`src/rtl/bcast_round_sequencer_pkg.sv`:
```
// bcast_round_sequencer_pkg: shared state encoding, filter codes and padding map for the broadcast round sequencer
package bcast_round_sequencer_pkg;

    typedef enum logic [2:0] {
        S_IDLE  = 3'd0,
        S_POS   = 3'd1,
        S_ARM   = 3'd2,
        S_RUN   = 3'd3,
        S_DRAIN = 3'd4,
        S_DONE  = 3'd5
    } state_e;

    localparam logic [1:0] FILT_1X1 = 2'd0;
    localparam logic [1:0] FILT_3X3 = 2'd1;
    localparam logic [1:0] FILT_5X5 = 2'd2;
    localparam logic [1:0] FILT_BAD = 2'd3;

    localparam int DRAIN_W = 4;

    // Padding is half the filter width minus one half: 1x1->0, 3x3->1, 5x5->2.
    function automatic logic [1:0] filter_padding(input logic [1:0] code);
        return (code == FILT_3X3) ? 2'd1 : (code == FILT_5X5) ? 2'd2 : 2'd0;
    endfunction

endpackage

```
`src/rtl/bcast_drain_timer.sv`:
```
// bcast_drain_timer: 4-bit load/count-down timer with zero flag used to hold off the allocator check
// Ports:
//   clk, rst     clock, asynchronous active-low reset
//   load_i       load load_val_i (wins over counting)
//   load_val_i   value to load
//   en_i         count down by one while non-zero
//   zero_o       counter is zero
module bcast_drain_timer
    import bcast_round_sequencer_pkg::*;
(
    input  logic               clk,
    input  logic               rst,
    input  logic               load_i,
    input  logic [DRAIN_W-1:0] load_val_i,
    input  logic               en_i,
    output logic               zero_o
);

    logic [DRAIN_W-1:0] cnt_q, cnt_d;

    always_comb cnt_d = load_i ? load_val_i : (en_i && cnt_q != '0) ? cnt_q - DRAIN_W'(1) : cnt_q;

    always_ff @(posedge clk or negedge rst) begin
        if (!rst) cnt_q <= '0;
        else      cnt_q <= cnt_d;
    end

    assign zero_o = cnt_q == '0;

endmodule

```
`src/rtl/bcast_round_sequencer.sv`:
```
// bcast_round_sequencer: steps the image broadcaster through every filter position of one layer pass
// Ports:
//   clk, rst                 clock, asynchronous active-low reset
//   start, abort             pass control from the layer controller
//   num_rounds, filter_code  pass configuration, latched on an accepted start
//   stall                    downstream backpressure, forces bcast_block
//   pos_valid, pos_advance   positioner handshake
//   bcast_round              broadcaster round-complete level
//   alloc_ready              allocators drained
//   bcast_rst, bcast_block, image_padding  broadcaster controls
//   round_idx, busy, done, aborted, cfg_err status
// Optional (BCAST_SEQ_PERF_EN): stall_cycles, round_cycles performance counters.
module bcast_round_sequencer
    import bcast_round_sequencer_pkg::*;
#(
    parameter int ROUND_W      = 16,
    parameter int DRAIN_CYCLES = 2
) (
    input  logic               clk,
    input  logic               rst,
    input  logic               start,
    input  logic               abort,
    input  logic [ROUND_W-1:0] num_rounds,
    input  logic [1:0]         filter_code,
    input  logic               stall,
    input  logic               pos_valid,
    input  logic               bcast_round,
    input  logic               alloc_ready,
    output logic               pos_advance,
    output logic               bcast_rst,
    output logic               bcast_block,
    output logic [1:0]         image_padding,
    output logic [ROUND_W-1:0] round_idx,
    output logic               busy,
    output logic               done,
    output logic               aborted,
    output logic               cfg_err
`ifdef BCAST_SEQ_PERF_EN
    ,
    output logic [31:0]        stall_cycles,
    output logic [23:0]        round_cycles
`endif
);

    state_e             state_q, state_d;
    logic [ROUND_W-1:0] num_q, num_d;
    logic [ROUND_W-1:0] idx_q, idx_d;
    logic [1:0]         pad_q, pad_d;
    logic               prev_run_q;
    logic               pos_adv_q, pos_adv_d;
    logic               aborted_q, aborted_d;
    logic               cfg_err_q, cfg_err_d;
    logic               idle, bad_cfg, accept, last, timer_zero, timer_load;

    assign idle       = state_q == S_IDLE;
    assign bad_cfg    = filter_code == FILT_BAD;
    assign accept     = idle && start && !bad_cfg;
    // num_q is never zero outside IDLE/DONE, so the subtraction cannot wrap.
    assign last       = idx_q == num_q - ROUND_W'(1);
    assign timer_load = state_q == S_RUN && state_d == S_DRAIN;

    always_comb begin
        state_d = state_q;
        case (state_q)
            S_IDLE:  if (start && !bad_cfg) state_d = (num_rounds == '0) ? S_DONE : S_POS;
            S_POS:   if (pos_valid) state_d = S_ARM;
            S_ARM:   state_d = S_RUN;
            // The first RUN cycle sees the previous round's flag, which clears on that edge.
            S_RUN:   if (prev_run_q && bcast_round) state_d = S_DRAIN;
            S_DRAIN: if (timer_zero && alloc_ready) state_d = last ? S_DONE : S_POS;
            S_DONE:  state_d = S_IDLE;
            default: state_d = S_IDLE;
        endcase
        if (abort && !idle) state_d = S_IDLE;
        num_d     = accept ? num_rounds : num_q;
        pad_d     = accept ? filter_padding(filter_code) : pad_q;
        idx_d     = accept ? '0 : (state_q == S_DRAIN && state_d == S_POS) ? idx_q + ROUND_W'(1) : idx_q;
        pos_adv_d = state_d == S_POS && state_q != S_POS;
        aborted_d = abort && !idle;
        cfg_err_d = idle && start && bad_cfg;
    end

    always_ff @(posedge clk or negedge rst) begin
        if (!rst) begin
            state_q    <= S_IDLE;
            num_q      <= '0;
            idx_q      <= '0;
            pad_q      <= '0;
            prev_run_q <= 1'b0;
            pos_adv_q  <= 1'b0;
            aborted_q  <= 1'b0;
            cfg_err_q  <= 1'b0;
        end else begin
            state_q    <= state_d;
            num_q      <= num_d;
            idx_q      <= idx_d;
            pad_q      <= pad_d;
            prev_run_q <= state_q == S_RUN;
            pos_adv_q  <= pos_adv_d;
            aborted_q  <= aborted_d;
            cfg_err_q  <= cfg_err_d;
        end
    end

    bcast_drain_timer u_drain_timer (
        .clk        (clk),
        .rst        (rst),
        .load_i     (timer_load),
        .load_val_i (DRAIN_W'(DRAIN_CYCLES)),
        .en_i       (state_q == S_DRAIN),
        .zero_o     (timer_zero)
    );

    assign pos_advance   = pos_adv_q;
    assign bcast_rst     = !(state_q == S_RUN || state_q == S_DRAIN);
    assign bcast_block   = state_q != S_RUN || stall;
    assign image_padding = pad_q;
    assign round_idx     = idx_q;
    assign busy          = !idle;
    assign done          = state_q == S_DONE;
    assign aborted       = aborted_q;
    assign cfg_err       = cfg_err_q;

`ifdef BCAST_SEQ_PERF_EN
    logic [31:0] stall_cnt_q;
    logic [23:0] round_cnt_q, round_len_q;
    logic        in_round;

    assign in_round = state_q == S_RUN || state_q == S_DRAIN;

    always_ff @(posedge clk or negedge rst) begin
        if (!rst) begin
            stall_cnt_q <= '0;
            round_cnt_q <= '0;
            round_len_q <= '0;
        end else begin
            if (accept) stall_cnt_q <= '0;
            else if (state_q == S_RUN && stall && stall_cnt_q != '1) stall_cnt_q <= stall_cnt_q + 32'd1;
            if (state_q == S_ARM) round_cnt_q <= '0;
            else if (in_round) round_cnt_q <= round_cnt_q + 24'd1;
            // Only a normal exit from DRAIN records a length; aborted rounds are discarded.
            if (state_q == S_DRAIN && (state_d == S_POS || state_d == S_DONE)) round_len_q <= round_cnt_q + 24'd1;
        end
    end

    assign stall_cycles = stall_cnt_q;
    assign round_cycles = round_len_q;
`endif

endmodule

```
`config.mk`:
```
export PLATFORM = sky130hd
export DESIGN_NAME = bcast_round_sequencer
export DESIGN_NICKNAME = d
export VERILOG_FILES = /design/src/rtl/bcast_round_sequencer_pkg.sv /design/src/rtl/bcast_drain_timer.sv /design/src/rtl/bcast_round_sequencer.sv
export SDC_FILE = /design/constraint.sdc
export NUM_CORES = 1
export LEC_CHECK = 0
export BUFFER_PORTS_ARGS = -buffer_cell sky130_fd_sc_hd__buf_4
export CAP_MARGIN = 20
export CORE_ASPECT_RATIO = 0.8
export CORE_MARGIN = 4
export CORE_UTILIZATION = 52
export CTS_BUF_LIST = sky130_fd_sc_hd__clkbuf_2
export DETAILED_ROUTE_END_ITERATION = 6
export PLACE_DENSITY = 0.78
export SETUP_SLACK_MARGIN = 0.5
export SKIP_LAST_GASP = 1
export SYNTH_ARGS = -nofsm -noshare
export SYNTH_HDL_FRONTEND = slang
export SYNTH_SLANG_ARGS = --single-unit
```
`constraint.sdc`:
```
create_clock -name clk -period 2.8 [get_ports clk]
set_input_delay 0.56 -clock clk [delete_from_list [all_inputs] [get_ports clk]]
set_output_delay 0.56 -clock clk [all_outputs]
set_load 0.1 [all_outputs]
```
==> flow_metrics.tcl, run 1 <==
set metrics [dict create \
    cts_inserted_buffers 5 \
    fp-row-count 23 \
    slew_viol_final 0 \
    layout-drive-gt1-share 0.358 \
    clock-sinks 45 \
    hold_viol_final 0 \
    clk_pin_slew_ps 230 \
    layout.nets 434 \
    grt_antenna_before_repair 0 \
    die_h_um 73.7 \
    critPathCaptureType "register" \
    cp-start-kind "register" \
    post-route-period-util 1.05 \
    grt_start_max_net_pins 46 \
    whs_ps 86.2 \
    routed_wl_um 8290 \
    gp_congestion 0.857 \
    cp.arrival_ps 3260 \
    synth_nets 354 \
    synth_cell_type_count 51 \
    skew_ps 7.93 \
    yosys-top-cells-area "dfrtp_1 (40%), nand2_1 (8.6%), xnor2_1 (4.4%)" \
    syn-mean-instance-area_um2 8.65 \
    yosys-top-cells-count "nand2_1 (64), dfrtp_1 (45), nor2_1 (22)" \
    port_buffers 50 \
    grt_pass1_vias 2690 \
    dr.pass1.iters 5 \
    post-route-cell-area_mm2 0.00387 \
    placed_area_mm2 0.00336 \
    die-area_mm2 0.00664 \
    worstMarginPinSlew_ps 937 \
    die_w_um 90.1 \
    dp_hpwl_um 5360 \
    final_util 0.755 \
    fmax_mhz 341 \
    start_util 0.547 \
    path_max_fanout 8 \
    cts_buffer_depth 2 \
    power.density_mw_per_mm2 792 \
    finalCriticalPeriod_ps 2930 \
    synth-main-ff-cell "dfrtp_1" \
    overflow 0 \
    crit_required_ps 3130 \
    setup_tns_ps -1570 \
    yosysWarnings 0 \
    outcome "complete, but fails checks" \
    vias 2780 \
    synth_most_common_cell "nand2_1" \
    grt_pass1_wl_um 12900 \
    syn_area_mm2 0.00280 \
    leakage_uw 0.00166 \
    ant_nets 0 \
    async_reset_ff_frac 1.00 \
    ys_seq_area_frac 0.402 \
    via_per_inst 5.95 \
    dp_slack_ps -209 \
    hold_buffers 0 \
    antenna_cells 0 \
    drt-wirelength-per-cell_um 17.7 \
    slew_headroom 0.376 \
    critical_path_class "register to register" \
    synth_top_area_frac 0.402 \
    synthCells 324 \
    num_io_pins 51 \
    worst_slack_ps -130 \
    rsz0062_at_grt "true" \
    drtIter0Drc 270 \
    drv_cap 0 \
    core_mm2 0.00512 \
    violations "negative setup slack" \
    drc 0 \
    min_path_type "input pin to async pin" \
    yosysTopAreaCell "dfrtp_1" \
    syn_to_final_growth_pct 38.0 \
    worstSkewPairLatency_ps 410 \
    synth_edf_count 0 \
    cts_root_buf "clkbuf_2" \
    setup-violations-final 18 \
    cts_max_level 2 \
    cts_tree "yes" \
    ir_drop_mv 0.741 \
    synth_seq_cells 45 \
    track_usage 0.240 \
]
cells in the final DEF (no fill, tap or decap), types with 6 or more instances in the layout:
cell type and instances:
o31ai_1 6, buf_6 6, nand3_1 6, xor2_1 10, inv_1 8, xnor2_1 14, o21ai_0 8, nor4_1 9
or3_1 7, nand4_1 6, a21oi_1 6, dfrtp_1 45, nand2_1 64, or4_4 8, nor2_1 22, a21oi_2 10
buf_4 76
metrics by stage:
step | power [uW] | cells
6_report | 3070 | 467
5_1_grt | 3250 | 467
4_1_cts | 2940 | 460
3_5_place_dp | 2500 | 445
3_3_place_gp | 2450 | 445
2_1_floorplan | 1980 | 324
report_power, final:
part           internal, uW  switching (uW)
combinational           748            1080
sequential              813             141
clock                  59.4             225
total                  1620            1450
critical path: stages, from the launching register on:
cell and delay, ps:
dfrtp_1 470, inv_2 100, ha_4 140, or4b_4 550, or3_4 360, or3_1 340
o221ai_2 80, buf_4 140, buf_6 80, buf_6 70, nand4_1 160, and4_1 250
mux2i_1 110
per-layer routing:
layer | global-route usage | up-vias | share of wire
met2 | 0.393 | 97 | 0.48
met5 | 0 | - | 0
met4 | 0.0730 | 0 | 0.015
li1 | - | 1329 | -
met1 | 0.328 | 1335 | 0.45
met3 | 0.0461 | 19 | 0.059
kinds of logic (layout without fill, tap and decap cells):
logic type	Yosys count	count (layout)	share of synthesized area
flops	45	45	0.402
compound gates	58	58	0.141
fa+ha+maj	4	4	0.0178
mux	5	5	0.0178
buf+inv	25	106	0.0477
simple gates	163	163	0.299
xor+xnor	24	24	0.0750
worst paths after layout:
path	slack, ps	to	start	cells after the start
max reg2reg	-130	round_idx[12]	num_q[1]	12
min in group clk	320	num_q[8]	num_rounds[8]	3
max in group asynchronous	2300	round_idx[7]	rst	1
min reg2reg	540	image_padding[0]	image_padding[0]	2
max	-130	round_idx[12]	num_q[1]	12
min	90	num_q[3]	rst	1
cell type report:
cell class	instances	area [um^2]
clock buffers	5	25.0
clock inverters	3	17.5
fillers	378	1250
inverters	10	37.5
multi-input cells	254	1810
flip-flops and latches	45	1130
well taps	62	77.6
repair buffers	88	776
what timing repair did:
| item | in CTS | in global routing |
|---|---|---|
| pin swaps | 9 | 20 |
| setup buffers | 6 | 5 |
| endpoints found under the setup margin | 18 | 20 |
| gates resized for setup | 24 | 36 |
| gates cloned | 1 | 2 |
sequential cells by signal (all words and copies together), names as in the netlist:
signal               cells
cfg_err                  1
round_idx               16
pos_advance              1
state_q                  3
num_q                   16
aborted                  1
u_drain_timer.cnt_q      4
image_padding            2
prev_run_q               1
Power figures use the tool's default switching activity.
==> run 2: changes to the inputs <==
Settings changed: SETUP_SLACK_MARGIN 0.5 to default.
==> run 2 against run 1 <==
Compared with the run above: the flow still finishes with violations (negative setup slack); clock skew rose by 1.2 ps; sequential share of layout area is 1.5 points higher; largest power group unchanged; via count grew 2.2%; register-to-register slack about the same; sequential power grew 0.7%; flip-flop and latch count stayed put; die area is the same.
==> flow_metrics.tcl, run 2 (synthesized netlist as in run 1, its figures left out) <==
set metrics [dict create \
    post-route-period-util 1.05 \
    cts_root_buf "clkbuf_2" \
    grt_pass1_wl_um 12900 \
    final_util 0.719 \
    gp_congestion 0.873 \
    cp-start-kind "register" \
    cts_tree "yes" \
    setup_tns_ps -413 \
    die_h_um 73.7 \
    power.density_mw_per_mm2 827 \
    layout.nets 427 \
    worstSkewPairLatency_ps 430 \
    num_io_pins 51 \
    layout_commonest_cell "buf_4" \
    violations "negative setup slack" \
    multi_input_area_mm2 0.00172 \
    skew_ps 9.10 \
    clock_power_share 0.095 \
    timing.rr.end "round_idx[5]" \
    grt_pass1_vias 2750 \
    critPathCaptureType "register" \
    via_per_inst 6.17 \
    dr.pass1.iters 4 \
    ir_drop_mv 0.760 \
    path_cells "inv_2, ha_4, or4b_4, or3_4, o2111ai_4, a211oi_2, and4_4, buf_12, or4_4, a21oi_2" \
    grt_antenna_before_repair 0 \
    hold_viol_final 0 \
    syn_to_final_growth_pct 31.3 \
    clock-sinks 45 \
    core_mm2 0.00512 \
    drv_cap 0 \
    clk_pin_slew_ps 230 \
    reg2regPathDepth 10 \
    antenna_cells 0 \
    placed_area_mm2 0.00336 \
    drtIter0Drc 220 \
    cts_buffer_depth 2 \
    r2r_slack_ps -130 \
    rsz0062_at_grt "true" \
    worstMarginPinSlew_ps 756 \
    crit_required_ps 3170 \
    crit_buf_inv 2 \
    slew_viol_final 0 \
    vias 2840 \
    dp_slack_ps -204 \
    worst_slack_ps -126 \
    port_buffers 50 \
    die_w_um 90.1 \
    r2r-start "num_q[0]" \
    track_usage 0.244 \
    grt_start_max_net_pins 46 \
    layout_common_cells "buf_4 (74), nand2_1 (64), dfrtp_1 (45)" \
    fillers 392 \
    fp-row-count 23 \
    min_path_type "input pin to async pin" \
    layout-drive-gt1-share 0.312 \
    ant_nets 0 \
    post-route-cell-area_mm2 0.00368 \
    leakage_uw 0.00160 \
    path_max_fanout 7 \
    seq_power_share 0.315 \
    intPower_uw 1580 \
    drc 0 \
    start_util 0.547 \
    routed_wl_um 8210 \
    ff_latch_area_mm2 0.00113 \
    setup-violations-final 11 \
    drt-wirelength-per-cell_um 17.9 \
    crit_path_top_delay_cell "or4b_4" \
    power.share.combinational 0.589 \
    cp.arrival_ps 3300 \
    total_power_uw 3050 \
    hold_buffers 0 \
    dp_hpwl_um 5420 \
    crit_family "simple AND/OR/NAND/NOR gates" \
    slew_headroom 0.489 \
    finalCriticalPeriod_ps 2930 \
    switching_power_uw 1460 \
    die-area_mm2 0.00664 \
    outcome "complete, but fails checks" \
    overflow 0 \
    fmax_mhz 342 \
    critical_path_class "register to register" \
    slowest_delay_ps 530 \
    swShare 0.481 \
    cts_max_level 2 \
    cts_inserted_buffers 5 \
]
## run 2: power groups by stage
stage | Combinational (uW) | Clock [uW] | Sequential [uW]
final | 1800 | 290 | 961
after detailed placement | 1530 | 0 | 960
after floorplan | 806 | 0 | 1170
after global placement | 1490 | 0 | 952
after CTS | 1650 | 293 | 953
after global routing | 1920 | 317 | 981
## run 2: area by class of cell
type	count	area share
Clock buffer	7	0.00951
Clock inverter	1	0.00204
Inverter	10	0.0102
Multi-Input combinational cell	254	0.468
Sequential cell	45	0.306
Tap cell	62	0.0211
Timing Repair Buffer	81	0.184
## run 2: how the worst max path moves through the flow
stage	endpoint	cells after the start	from	slack (ps)
3_5_place_dp	round_idx[5]	10	num_q[1]	-200
6_report	round_idx[5]	10	num_q[0]	-130
2_1_floorplan	pos_advance	13	num_q[0]	-50
3_3_place_gp	round_idx[13]	10	num_q[1]	-60
5_1_grt	round_idx[5]	10	num_q[0]	-210
4_1_cts	round_idx[5]	10	num_q[0]	-90
## run 2: worst register-to-register path: cells and delay by family, from the launching register on
kind	cells	cell delay [ps]
buffers and inverters	2	230
adder cells (fa/ha/maj)	1	120
AO/OA/AOI/OAI	3	440
AND/OR/NAND/NOR	4	1630
flip-flops	1	460
## run 2: layer usage
layer,vias up,share of wire,wire length [um],global-route usage
li1,1314,-,-,-
met1,1363,0.43,3570,0.314
met2,142,0.47,3840,0.406
met3,21,0.073,601,0.0542
met4,0,0.025,204,0.0985
met5,-,0,0,0
## run 2: timing repair
item | 4_1_cts | 5_1_grt
setup endpoints to repair | 17 | 18
setup buffers | 4 | 3
pin swaps | 22 | 15
gates resized for setup | 21 | 17
gates cloned | 2 | 0
## run 2: metrics by stage
stage,instances,hold WS (ps)
global route,460,107
floorplan,324,264
CTS,458,106
finish,460,88.0
detailed placement,444,518
global placement,444,489
